--- config.mk ---
export PLATFORM = sky130hd
export DESIGN_NAME = aux_out_if
export DESIGN_NICKNAME = d
export VERILOG_FILES = /design/src/rtl/gpio_pkg.sv /design/src/rtl/gpio_sync_edge.sv /design/src/rtl/aux_out_if.sv
export SDC_FILE = /design/constraint.sdc
export NUM_CORES = 1
export LEC_CHECK = 0
export CORE_AREA = 2 2 146 148
export CTS_BUF_LIST = sky130_fd_sc_hd__clkbuf_4 sky130_fd_sc_hd__clkbuf_8
export CTS_CLUSTER_DIAMETER = 60
export DETAILED_ROUTE_END_ITERATION = 6
export DIE_AREA = 0 0 148 150
export GPL_TIMING_DRIVEN = 0
export PLACE_DENSITY = 0.71
export SLEW_MARGIN = 40
export SYNTH_ARGS = -nofsm -noshare
export SYNTH_HDL_FRONTEND = slang
export SYNTH_HIERARCHICAL = 1
export SYNTH_SLANG_ARGS = --single-unit
--- constraint.sdc ---
create_clock -name sys_clk -period 15.9 [get_ports sys_clk]
set_input_delay 4.77 -clock sys_clk [delete_from_list [all_inputs] [get_ports sys_clk]]
set_output_delay 4.77 -clock sys_clk [all_outputs]
set_load 0.02 [all_outputs]
--- src/rtl/gpio_pkg.sv ---
// Shared types and defaults for the GPIO output path.
// Optional feature macro: APB_GPIO_EXT_STROBE_EN.
package gpio_pkg;

  typedef enum logic [1:0] {
    IDLE,
    PENDING,
    COMMIT
  } out_state_t;

  localparam int GPIO_W = 32;

endpackage

--- src/rtl/gpio_sync_edge.sv ---
// Multi-flop synchronizer plus history flop with rise/fall pulses.
// Used by aux_out_if only when APB_GPIO_EXT_STROBE_EN is defined.
module gpio_sync_edge #(
  parameter int STAGES = 2
) (
  input  logic clk,
  input  logic rst,
  input  logic d,
  output logic rise,
  output logic fall
);

  localparam int N = (STAGES < 2) ? 2 : STAGES;

  logic [N-1:0] sync;
  logic         hist;

  // shift the async input through the sync chain, keep one history bit
  always_ff @(posedge clk or posedge rst) begin
    if (rst) begin
      sync <= '0;
      hist <= 1'b0;
    end else begin
      sync <= {sync[N-2:0], d};
      hist <= sync[N-1];
    end
  end

  assign rise = sync[N-1] & ~hist;
  assign fall = ~sync[N-1] & hist;

endmodule

--- src/rtl/aux_out_if.sv ---
// Double-buffered GPIO output stage with atomic commit and aux routing.
// Macro APB_GPIO_EXT_STROBE_EN enables the external strobe commit path.
module aux_out_if
  import gpio_pkg::*;
#(
  parameter int WIDTH       = GPIO_W,
  parameter int SYNC_STAGES = 2
) (
  input  logic             sys_clk,
  input  logic             sys_rst,
  input  logic             stage_wr,
  input  logic [WIDTH-1:0] out_data,
  input  logic [WIDTH-1:0] oe_data,
  input  logic [WIDTH-1:0] aux_sel,
  input  logic [WIDTH-1:0] aux_i,
  input  logic             ext_mode,
  input  logic             strb_neg,
  input  logic             ext_strb,
  output logic [WIDTH-1:0] gpio_out,
  output logic [WIDTH-1:0] gpio_oen,
  output logic             pending,
  output logic             commit_ack
);

  out_state_t       state;
  logic [WIDTH-1:0] shadow_out;
  logic [WIDTH-1:0] shadow_oe;
  logic [WIDTH-1:0] shadow_sel;
  logic [WIDTH-1:0] active_out;
  logic [WIDTH-1:0] active_sel;
  logic [WIDTH-1:0] commit_mux;
  logic [WIDTH-1:0] hold_mux;
  logic             strb_edge;
  logic             ext_en;

`ifdef APB_GPIO_EXT_STROBE_EN
  logic strb_rise;
  logic strb_fall;

  gpio_sync_edge #(
    .STAGES(SYNC_STAGES)
  ) u_strb (
    .clk (sys_clk),
    .rst (sys_rst),
    .d   (ext_strb),
    .rise(strb_rise),
    .fall(strb_fall)
  );

  assign strb_edge = strb_neg ? strb_fall : strb_rise;
  assign ext_en    = ext_mode;
`else
  localparam int UNUSED_STAGES = SYNC_STAGES;
  logic unused_strb;

  assign unused_strb = ^{ext_mode, strb_neg, ext_strb};
  assign strb_edge   = 1'b0;
  assign ext_en      = 1'b0;
`endif

  assign commit_mux = (shadow_sel & aux_i) | (~shadow_sel & shadow_out);
  assign hold_mux   = (active_sel & aux_i) | (~active_sel & active_out);
  assign pending    = (state != IDLE);

  // staging, commit FSM and registered pad outputs
  always_ff @(posedge sys_clk or posedge sys_rst) begin
    if (sys_rst) begin
      state      <= IDLE;
      shadow_out <= '0;
      shadow_oe  <= '0;
      shadow_sel <= '0;
      active_out <= '0;
      active_sel <= '0;
      gpio_out   <= '0;
      gpio_oen   <= '1;
      commit_ack <= 1'b0;
    end else begin
      commit_ack <= 1'b0;
      if (state == COMMIT) begin
        active_out <= shadow_out;
        active_sel <= shadow_sel;
        gpio_oen   <= ~shadow_oe;
        gpio_out   <= commit_mux;
        commit_ack <= 1'b1;
      end else begin
        gpio_out <= hold_mux;
      end
      if (stage_wr) begin
        shadow_out <= out_data;
        shadow_oe  <= oe_data;
        shadow_sel <= aux_sel;
        state      <= PENDING;
      end else begin
        unique case (state)
          IDLE:    state <= IDLE;
          PENDING: if (!ext_en || strb_edge) state <= COMMIT;
          COMMIT:  state <= IDLE;
          default: state <= IDLE;
        endcase
      end
    end
  end

endmodule

== After elaboration in Yosys (flattened, before gate mapping) ==
Index checks and enable logic that the tools add are counted.

* Register bits: 227
* Output and inout bits: 66
* Logic and storage cells: 25

* Equal/unequal tests: 2
* Multiplexer cells: 4
* Bitwise operators: 9
* Reduce and logical (&&, ||, !) cells: 1

{| class="wikitable"
|+ Operators by type and width
! cell !! number
|-
| $and A32 B32 Y32 || 4
|-
| $not A32 Y32 || 3
|-
| $or A32 B32 Y32 || 2
|-
| $mux W32 || 1
|-
| $mux W2 || 2
|-
| $eq A2 B1 Y1 const B || 1
|-
| $eq A2 B2 Y1 const B || 1
|-
| $reduce_bool A2 Y1 || 1
|-
| $mux W1 || 1
|}

== Logic depth before layout (Yosys ltp) ==
Gate-level depths: netlist of run 1.

* Depth after elaboration: 4
* Gate-level depth with buffers: 7

== Worst setup path before layout of run 1 ==
Ideal clock, no wire load.

* Kind: input-to-reg
* Start point: in stage_wr
* End point: reg shadow_oe[14]
* Arrival: 5.647 ns
* Data required time: 15.775 ns
* Setup slack: 10.128 ns
* Stages: 4
* Cell sequence: buf_2 buf_2 buf_2 mux2_2

{| class="wikitable"
|+ RTL lines
! element !! line !! RTL
|-
| start, declared || aux_out_if.sv:11 || <nowiki>input logic stage_wr,</nowiki>
|-
| end signal, assigned || aux_out_if.sv:90 || <nowiki>shadow_oe <= oe_data;</nowiki>
|-
| end, declared || aux_out_if.sv:27 || <nowiki>logic [WIDTH-1:0] shadow_oe;</nowiki>
|}

No word-level cell between the ends.

== Worst setup path in the final report of run 1 ==
* Start point: reg state[1]
* End point: out pending

* Longest elaborated chain between the ends: 1

{| class="wikitable"
|+ RTL lines
! element !! line !! RTL
|-
| start, declared || aux_out_if.sv:25 || <nowiki>out_state_t state;</nowiki>
|-
| start signal, assigned || aux_out_if.sv:68 || <nowiki>state <= IDLE;</nowiki>
|-
| start signal, assigned || aux_out_if.sv:92 || <nowiki>state <= PENDING;</nowiki>
|-
| start signal, assigned || aux_out_if.sv:95 || <nowiki>IDLE: state <= IDLE;</nowiki>
|-
| $reduce_bool A2 Y1 || aux_out_if.sv:63 || <nowiki>assign pending = (state != IDLE);</nowiki>
|-
| end, declared || aux_out_if.sv:21 || <nowiki>output logic pending,</nowiki>
|}

Every way passes these cells.

==> impl_results.md, run 1 <==
* Primary flip-flop cell chosen by synthesis mapping: sky130_fd_sc_hd__dfrtp_1
* Slowest cell on the critical path: sky130_fd_sc_hd__clkdlybuf4s50_1
* Unrepaired setup endpoints after global routing: no
* GPL Wtd Cong at 0.7284
* I/O pin total at 200
* Required time worst endpoint at 11.13 ns
* Peak ir drop on the vdd network at 0.08611 mV
* Worst-case headroom to the max-slew limit at 73.35%
* Areal power density over the cells at 133.5 mW/mm2
* Crit-path max cell delay at 0.58 ns
* Number of optimization iterations in the first detailed-route pass at 6
* Yosys top cell area share at 53.77%
* Clock period minus final worst setup slack at 6.561 ns
* Total non-filler cell area in the finished layout at 0.01228 mm2
* Number of global-route vias before repair at 6,400
* Cell type with the highest aggregate area in the netlist: sky130_fd_sc_hd__dfrtp_1
* Transition time at the pin with the least slew margin at 0.3997 ns
* Kind of critical path: flop to output pin
* Placement row count at 53
* Number of nets at the end of the flow at 1,087
* Die Wd at 148 um
* Static power due to leakage at 5.514 nW
* Setup Buffers After CTS at 0
* Floorplan die area at 0.02220 mm2
* Cell count of the worst reg-to-reg path at 5
* Clock insertion delay at the later pin of the skew report at 0.52 ns
* TritonCTS Buffers at 40
* Area growth from synthesis to layout at 35.36%
* Achievable frequency at 152.4 MHz
* Post-route DRC violation count at 0
* Synth warn at 6
* Vertical die dimension at 150 um
* Max FO, Critical Path at 3
* Kind of launch point of the worst setup path: flop
* Number of flip-flops and latches in the synthesized netlist at 227
* Post-synth EDFFs at 0
* Cells resized by post-CTS repair at 0
* Endpoint arrival time on the critical path at 1.79 ns
* Total power at 1.639 mW
* Finish-stage setup viols at 0
* Count of antenna diodes in the layout at 0
* Max Cap Violations at 0
* Fraction of registers with async set or reset after synthesis at 100.0%
* Number of sinks driven by the clock tree at 227
* Worst Hold Launch: shadow_oe[9]
* Routed wire length at 19.87 mm
* Most used standard cell by instance count after synthesis: sky130_fd_sc_hd__dfrtp_1
* Synthesized netlist net count at 846
* Critical path cell sequence: or2_2 -> clkdlybuf4s50_1
* Port-buffer cells at 196
* Synthesized netlist cell count at 712
* Hold path endpoint: gpio_oen[9]
* Average wire length per cell after detail routing at 15.79 um
* RR Startpoint: state[1]
* Bufs on Longest Clock Path at 3
* CP endpoint kind: output pin
* Main area contributors after synthesis: sky130_fd_sc_hd__dfrtp_1 (54%), sky130_fd_sc_hd__mux2_2 (14%), sky130_fd_sc_hd__dfstp_2 (9.3%)
* Synth unique cells at 20
* Run status: completed
* CTS Root Cell: sky130_fd_sc_hd__clkbuf_8
* Reg clk slew, reported paths at 0.06 ns
* Capturing point of the worst reg2reg path: gpio_oen[8]
* Wire length of the first global-routing pass at 32.40 mm
* Detailed placer's ending HPWL at 13.48 mm
* Total cell area at the placement stage at 0.01147 mm2
* Pins Over Slew Limit at 0
* Number of endpoints with negative hold slack in the final report at 0
* Hold Path Depth at 1
* Vias post-DR at 5,949
* Share of synthesized area occupied by flip-flops and latches at 63.04%
* Global-route usage over all layers at 18.30%
* TritonCTS clock tree: yes
* Initial Util at 43.86%
* Post-route clock skew at 0.02115 ns
* Maximum level of the CTS H-tree at 2
* Layout cells sized above 1 at 28.89%
* Summed negative setup slack over all endpoints at 0 ns
* Iter 0 DRT Violations at 167
* Hold Path Class: flop to flop
* Most numerous cell types in the synthesized netlist: sky130_fd_sc_hd__dfrtp_1 (195), sky130_fd_sc_hd__nand2_1 (128), sky130_fd_sc_hd__mux2_2 (113)
* Final period util at 41.26%
* Post-Synthesis Mean Instance Area at 12.75 um2
* Via density per instance at 4.729
* Core outline area at 0.02069 mm2
* Number of nets with antenna violations after detailed routing at 0
* CTS Hold Bufs at 0
* Congestion Overflow GR at 0
* Largest net degree at the start of global routing at 76
* Cell area after synthesis at 0.009075 mm2
* Register-to-register setup slack at 14.38 ns
* Number of antenna violations at the first check in global routing at 0
layout by cell type, fill, tap and decap left out:
cell type,Yosys,routed
sky130_fd_sc_hd__a21boi_0,17,17
sky130_fd_sc_hd__a21boi_2,15,15
sky130_fd_sc_hd__buf_16,0,3
sky130_fd_sc_hd__buf_2,22,22
sky130_fd_sc_hd__buf_4,2,2
sky130_fd_sc_hd__buf_6,5,5
sky130_fd_sc_hd__buf_8,1,1
sky130_fd_sc_hd__clkbuf_1,2,2
sky130_fd_sc_hd__clkbuf_4,0,27
sky130_fd_sc_hd__clkbuf_8,0,44
sky130_fd_sc_hd__clkdlybuf4s50_1,0,196
sky130_fd_sc_hd__clkinv_2,0,1
sky130_fd_sc_hd__dfrtp_1,195,195
sky130_fd_sc_hd__dfstp_2,32,32
sky130_fd_sc_hd__inv_1,33,32
sky130_fd_sc_hd__inv_2,1,1
sky130_fd_sc_hd__inv_8,0,1
sky130_fd_sc_hd__mux2_2,113,113
sky130_fd_sc_hd__mux2_4,15,15
sky130_fd_sc_hd__mux2i_1,32,32
sky130_fd_sc_hd__nand2_1,128,128
sky130_fd_sc_hd__nand2b_4,1,1
sky130_fd_sc_hd__nor2_1,64,64
sky130_fd_sc_hd__nor3b_1,1,1
sky130_fd_sc_hd__o21ai_0,32,32
sky130_fd_sc_hd__or2_2,1,1
final cells by class:
class	count	area [um2]
buffer	32	203.9
clock buffer	71	808.3
clock inverter	1	5.005
fill	1731	8406
inverter	34	135.1
multi-input combinational	419	3023
sequential	227	5720
tap	275	344.1
timing repair buffer	199	2044
how the worst max path moves through the flow:
stage,depth (start not counted),end,from,slack (ns)
detailed placement,5,shadow_oe[7],stage_wr,9.32
global route,2,pending,state[1],9.26
finish,2,pending,state[1],9.34
floorplan,1,active_out[0],sys_rst,4.96
CTS,2,pending,state[1],9.29
global placement,2,shadow_oe[17],sys_rst,1.96
power breakdown:
group          switching (mW)  leakage, nW  total, mW  internal, mW
clock                   0.226        0.444      0.542         0.316
sequential             0.0530         2.65      0.748         0.695
combinational           0.158         2.42      0.349         0.191
total                   0.437         5.51       1.64          1.20
critical path, delay by kind of cell, from the launching register on:
| family | cells | cell delay [ns] |
|---|---|---|
| buffers and inverters | 1 | 0.58 |
| DFF | 1 | 0.41 |
| and+or+nand+nor | 1 | 0.29 |
stage by stage:
| stage | hold slack, ns | std cells | utilization [%] | setup slack [ns] |
|---|---|---|---|---|
| after global routing | 0.4329 | 1258 | 59.37 | 9.257 |
| after CTS | 0.4203 | 1258 | 59.37 | 9.292 |
| after detailed placement | 0.4197 | 1186 | 55.44 | 9.317 |
| after global placement | 0.4071 | 1183 | 55.01 | 1.959 |
| final | 0.4120 | 1258 | 59.37 | 9.339 |
| after floorplan | 0.3996 | 712 | - | 4.963 |
per-layer routing:
| layer | GRT usage [%] | vias to the layer above | share of wire (%) |
|---|---|---|---|
| met2 | 29.42 | 157 | 46 |
| met4 | 4.667 | 0 | 1.8 |
| met3 | 6.707 | 34 | 7.8 |
| li1 | - | 2833 | - |
| met5 | 0 | - | 0 |
| met1 | 23.64 | 2925 | 44 |
sequential cells by signal (all words and copies together) (netlist names):
| register | count |
|---|---|
| shadow_sel | 32 |
| active_sel | 32 |
| gpio_out | 32 |
| active_out | 32 |
| state | 2 |
| shadow_out | 32 |
| gpio_oen | 32 |
| shadow_oe | 32 |
| commit_ack | 1 |
logic make-up (layout without fill, tap and decap cells):
kind of cell | Yosys count | after routing | synth area share (%)
AOI/OAI and AO/OA | 64 | 64 | 5.032
DFF | 227 | 227 | 63.04
buffers and inverters | 66 | 337 | 3.654
muxes | 160 | 160 | 20.03
and+or+nand+nor | 195 | 195 | 8.245
No activity file was read; power rests on OpenSTA's default activity.
==> run 2: changes to the inputs <==
--- a/config.mk
+++ b/config.mk
@@ -11,7 +11,7 @@
 export DETAILED_ROUTE_END_ITERATION = 6
 export DIE_AREA = 0 0 148 150
 export GPL_TIMING_DRIVEN = 0
-export PLACE_DENSITY = 0.71
+export PLACE_DENSITY = 0.74
 export SLEW_MARGIN = 40
 export SYNTH_ARGS = -nofsm -noshare
 export SYNTH_HDL_FRONTEND = slang
==> constraint.sdc (replaced) <==
create_clock -name sys_clk -period 6 [get_ports sys_clk]
set_input_delay 1.8 -clock sys_clk [delete_from_list [all_inputs] [get_ports sys_clk]]
set_output_delay 1.8 -clock sys_clk [all_outputs]
set_load 0.02 [all_outputs]
==> impl_results.md, run 2 (same netlist as run 1, synthesis figures left out) <==
* Run status: completed
* Clock power share at 35.7% (+2.6 points)
* Area growth from synthesis to layout at 38.34%
* Areal power density over the cells at 361.8 mW/mm2 (+170%)
* Max FO, Critical Path at 3 (unchanged)
* Worst-case headroom to the max-slew limit at 70.04% (-3.3 points)
* Cells resized by post-CTS repair at 0 (unchanged)
* Wire length of the first global-routing pass at 32.42 mm (about the same)
* Initial Util at 43.86% (unchanged)
* Slowest cell on the critical path: sky130_fd_sc_hd__clkdlybuf4s50_1
* Number of sinks driven by the clock tree at 227 (unchanged)
* Internal Dissipation at 3.359 mW (+180%)
* Commonest non-fill, non-tap cell in the layout: sky130_fd_sc_hd__clkdlybuf4s50_1
* Floorplan die area at 0.02220 mm2 (unchanged)
* Die Wd at 148 um (unchanged)
* Most frequent cells in the layout: sky130_fd_sc_hd__clkdlybuf4s50_1 (196), sky130_fd_sc_hd__dfrtp_1 (195), sky130_fd_sc_hd__nand2_1 (128), sky130_fd_sc_hd__mux2_2 (113), sky130_fd_sc_hd__nor2_1 (64)
* Clock period minus final worst setup slack at 3.575 ns
* Count of antenna diodes in the layout at 0 (unchanged)
* Number of nets at the end of the flow at 1,095 (+0.74%)
* Total non-filler cell area in the finished layout at 0.01255 mm2 (+2.2%)
* Kind of critical path: flop to output pin
* Vertical die dimension at 150 um (unchanged)
* I/O pin total at 200 (unchanged)
* Register share of total power at 43.6% (-2.0 points)
* Average wire length per cell after detail routing at 15.87 um (+0.49%)
* Static power due to leakage at 5.630 nW (+2.1%)
* Number of optimization iterations in the first detailed-route pass at 4 (-2)
* Unrepaired setup endpoints after global routing: no
* Layout cells sized above 1 at 29.54% (+0.65 points)
* Core outline area at 0.02069 mm2 (unchanged)
* Routed wire length at 20.11 mm (+1.2%)
* Setup Buffers After CTS at 0 (unchanged)
* Placement row count at 53 (unchanged)
* Part of the power in combinational logic at 20.7% (-0.6 points)
* Port-buffer cells at 196 (unchanged)
* Max Cap Violations at 0 (unchanged)
* Iter 0 DRT Violations at 171 (+2.4%)
* Pins Over Slew Limit at 0 (unchanged)
* Maximum level of the CTS H-tree at 2 (unchanged)
* Bufs on Longest Clock Path at 3 (unchanged)
* CTS Root Cell: sky130_fd_sc_hd__clkbuf_8
* Critical path cell sequence: or2_2 -> clkdlybuf4s50_1
* Kind of launch point of the worst setup path: flop
* Number of antenna violations at the first check in global routing at 0 (unchanged)
* RR Startpoint: state[1]
* Finish-stage setup viols at 0 (unchanged)
* Reg clk slew, reported paths at 0.06 ns (about the same)
* Required time worst endpoint at 4.20 ns (-6.93 ns)
* Transition time at the pin with the least slew margin at 0.4485 ns (+0.04883 ns)
* TritonCTS clock tree: yes
* Vias post-DR at 6,029 (+1.3%)
* Number of nets with antenna violations after detailed routing at 0 (unchanged)
* Number of global-route vias before repair at 6,381 (-0.30%)
* Total cell area at the placement stage at 0.01161 mm2 (+1.2%)
* Via density per instance at 4.758 (+0.62%)
* Endpoint arrival time on the critical path at 1.78 ns (about the same)
* GPL Wtd Cong at 0.7285 (about the same)
* Post-route clock skew at 0.01846 ns (-0.002688 ns)
* Number of endpoints with negative hold slack in the final report at 0 (unchanged)
* Crit path from: state[1]
* Final period util at 59.58%
* Fraction of power spent switching nets at 26.05% (-0.62 points)
* Detailed placer's ending HPWL at 14.06 mm (+4.3%)
* Switching component of the power at 1.183 mW (+170%)
* Hold Path Class: flop to flop
* Worst hold slack at 0.4180 ns (+0.005970 ns)
* Worst Hold Launch: shadow_oe[13]
* Clock insertion delay at the later pin of the skew report at 0.53 ns (about the same)
* Crit-path max cell delay at 0.57 ns (about the same)
* Congestion Overflow GR at 0 (unchanged)
* Filler cell count at 1,681 (-2.9%)
* Post-route DRC violation count at 0 (unchanged)
* CP endpoint kind: output pin
* TritonCTS Buffers at 41 (+2.5%)
* Peak ir drop on the vdd network at 0.2051 mV (+140%)
* CTS Hold Bufs at 0 (unchanged)
* Achievable frequency at 279.7 MHz
* Global-route usage over all layers at 18.53% (+0.22 points)
* Largest net degree at the start of global routing at 27 (-64%)
==> run 2: cell count changes in the layout (fill, tap and decap cells not counted), sizes merged <==
cell	delta
buf	+7
bufinv	+3
clkbuf	-5
clkinv	+3
clkinvlp	+2
inv	-1
==> run 2: final timing paths <==
path	slack [ns]	depth (start not counted)	to
worst max-delay path	2.42	2	pending
worst min register to register	0.42	1	gpio_oen[13]
max in group asynchronous	3.11	7	active_out[5]
worst max register to register	4.50	6	active_out[14]
worst min-delay path	0.42	1	gpio_oen[13]
min in group asynchronous	1.66	2	gpio_out[23]
==> run 2: critical path, delay by kind of cell (launching register included) <==
kind	cells	cell delay [ns]
simple gates	1	0.28
flops	1	0.41
buf+inv	1	0.57
==> run 2: cell type report <==
cell class              count  area (um2)  area share, %
multi-input cells         419        3023          24.08
plain buffers              32       203.9          1.624
clock inverters             8       117.6         0.9368
inverters                  34       131.4          1.046
well taps                 275       344.1          2.741
clock buffers              66       827.0          6.588
repair buffers            206        2187          17.42
flip-flops and latches    227        5720          45.57
==> run 2: power groups by stage <==
| stage | combinational, mW | clock, mW | sequential [mW] |
|---|---|---|---|
| after global routing | 1.02 | 1.75 | 2.01 |
| after CTS | 0.954 | 1.67 | 1.98 |
| after global placement | 0.911 | 0 | 2.00 |
| after detailed placement | 0.951 | 0 | 2.00 |
| final | 0.938 | 1.62 | 1.98 |
| after floorplan | 0.387 | 0 | 2.12 |
==> run 2: layer usage <==
layer | vias to the layer above | share of wire [%] | GRT usage (%) | wire (um)
met5 | - | 0 | 0 | 0
met4 | 0 | 2.0 | 5.905 | 401
met3 | 33 | 8.0 | 6.250 | 1603
li1 | 2853 | - | - | -
met1 | 2980 | 41 | 23.50 | 8309
met2 | 163 | 49 | 30.14 | 9793
==> run 2: metrics by stage <==
step                      TNS (ns)  total power [mW]  instances  worst slack (ns)  utilization, %
after detailed placement         0             2.955       1193             2.338           56.11
after global routing             0             4.788       1267             2.355           60.68
final                            0             4.542       1267             2.425           60.68
after CTS                        0             4.611       1267             2.372           60.68
after global placement      -86.29             2.911       1183           -0.4627           55.03
after floorplan                  0             2.512        712             1.260               -
==> run 3: changes to the inputs <==
==> constraint.sdc (replaced) <==
create_clock -name sys_clk -period 2.9 [get_ports sys_clk]
set_input_delay 0.87 -clock sys_clk [delete_from_list [all_inputs] [get_ports sys_clk]]
set_output_delay 0.87 -clock sys_clk [all_outputs]
set_load 0.02 [all_outputs]
==> results of run 3 <==
The final DEF is identical to that of run 2. Status: completed.
Among the figures that moved: setup slack after placement 2.338 ns -> 0.1683 ns; setup slack after layout 2.425 ns -> 0.2549 ns; register-to-register setup slack 4.50 ns -> 1.40 ns; total power 4.542 mW -> 9.398 mW; worst IR drop on VDD 0.2051 mV -> 0.4244 mV
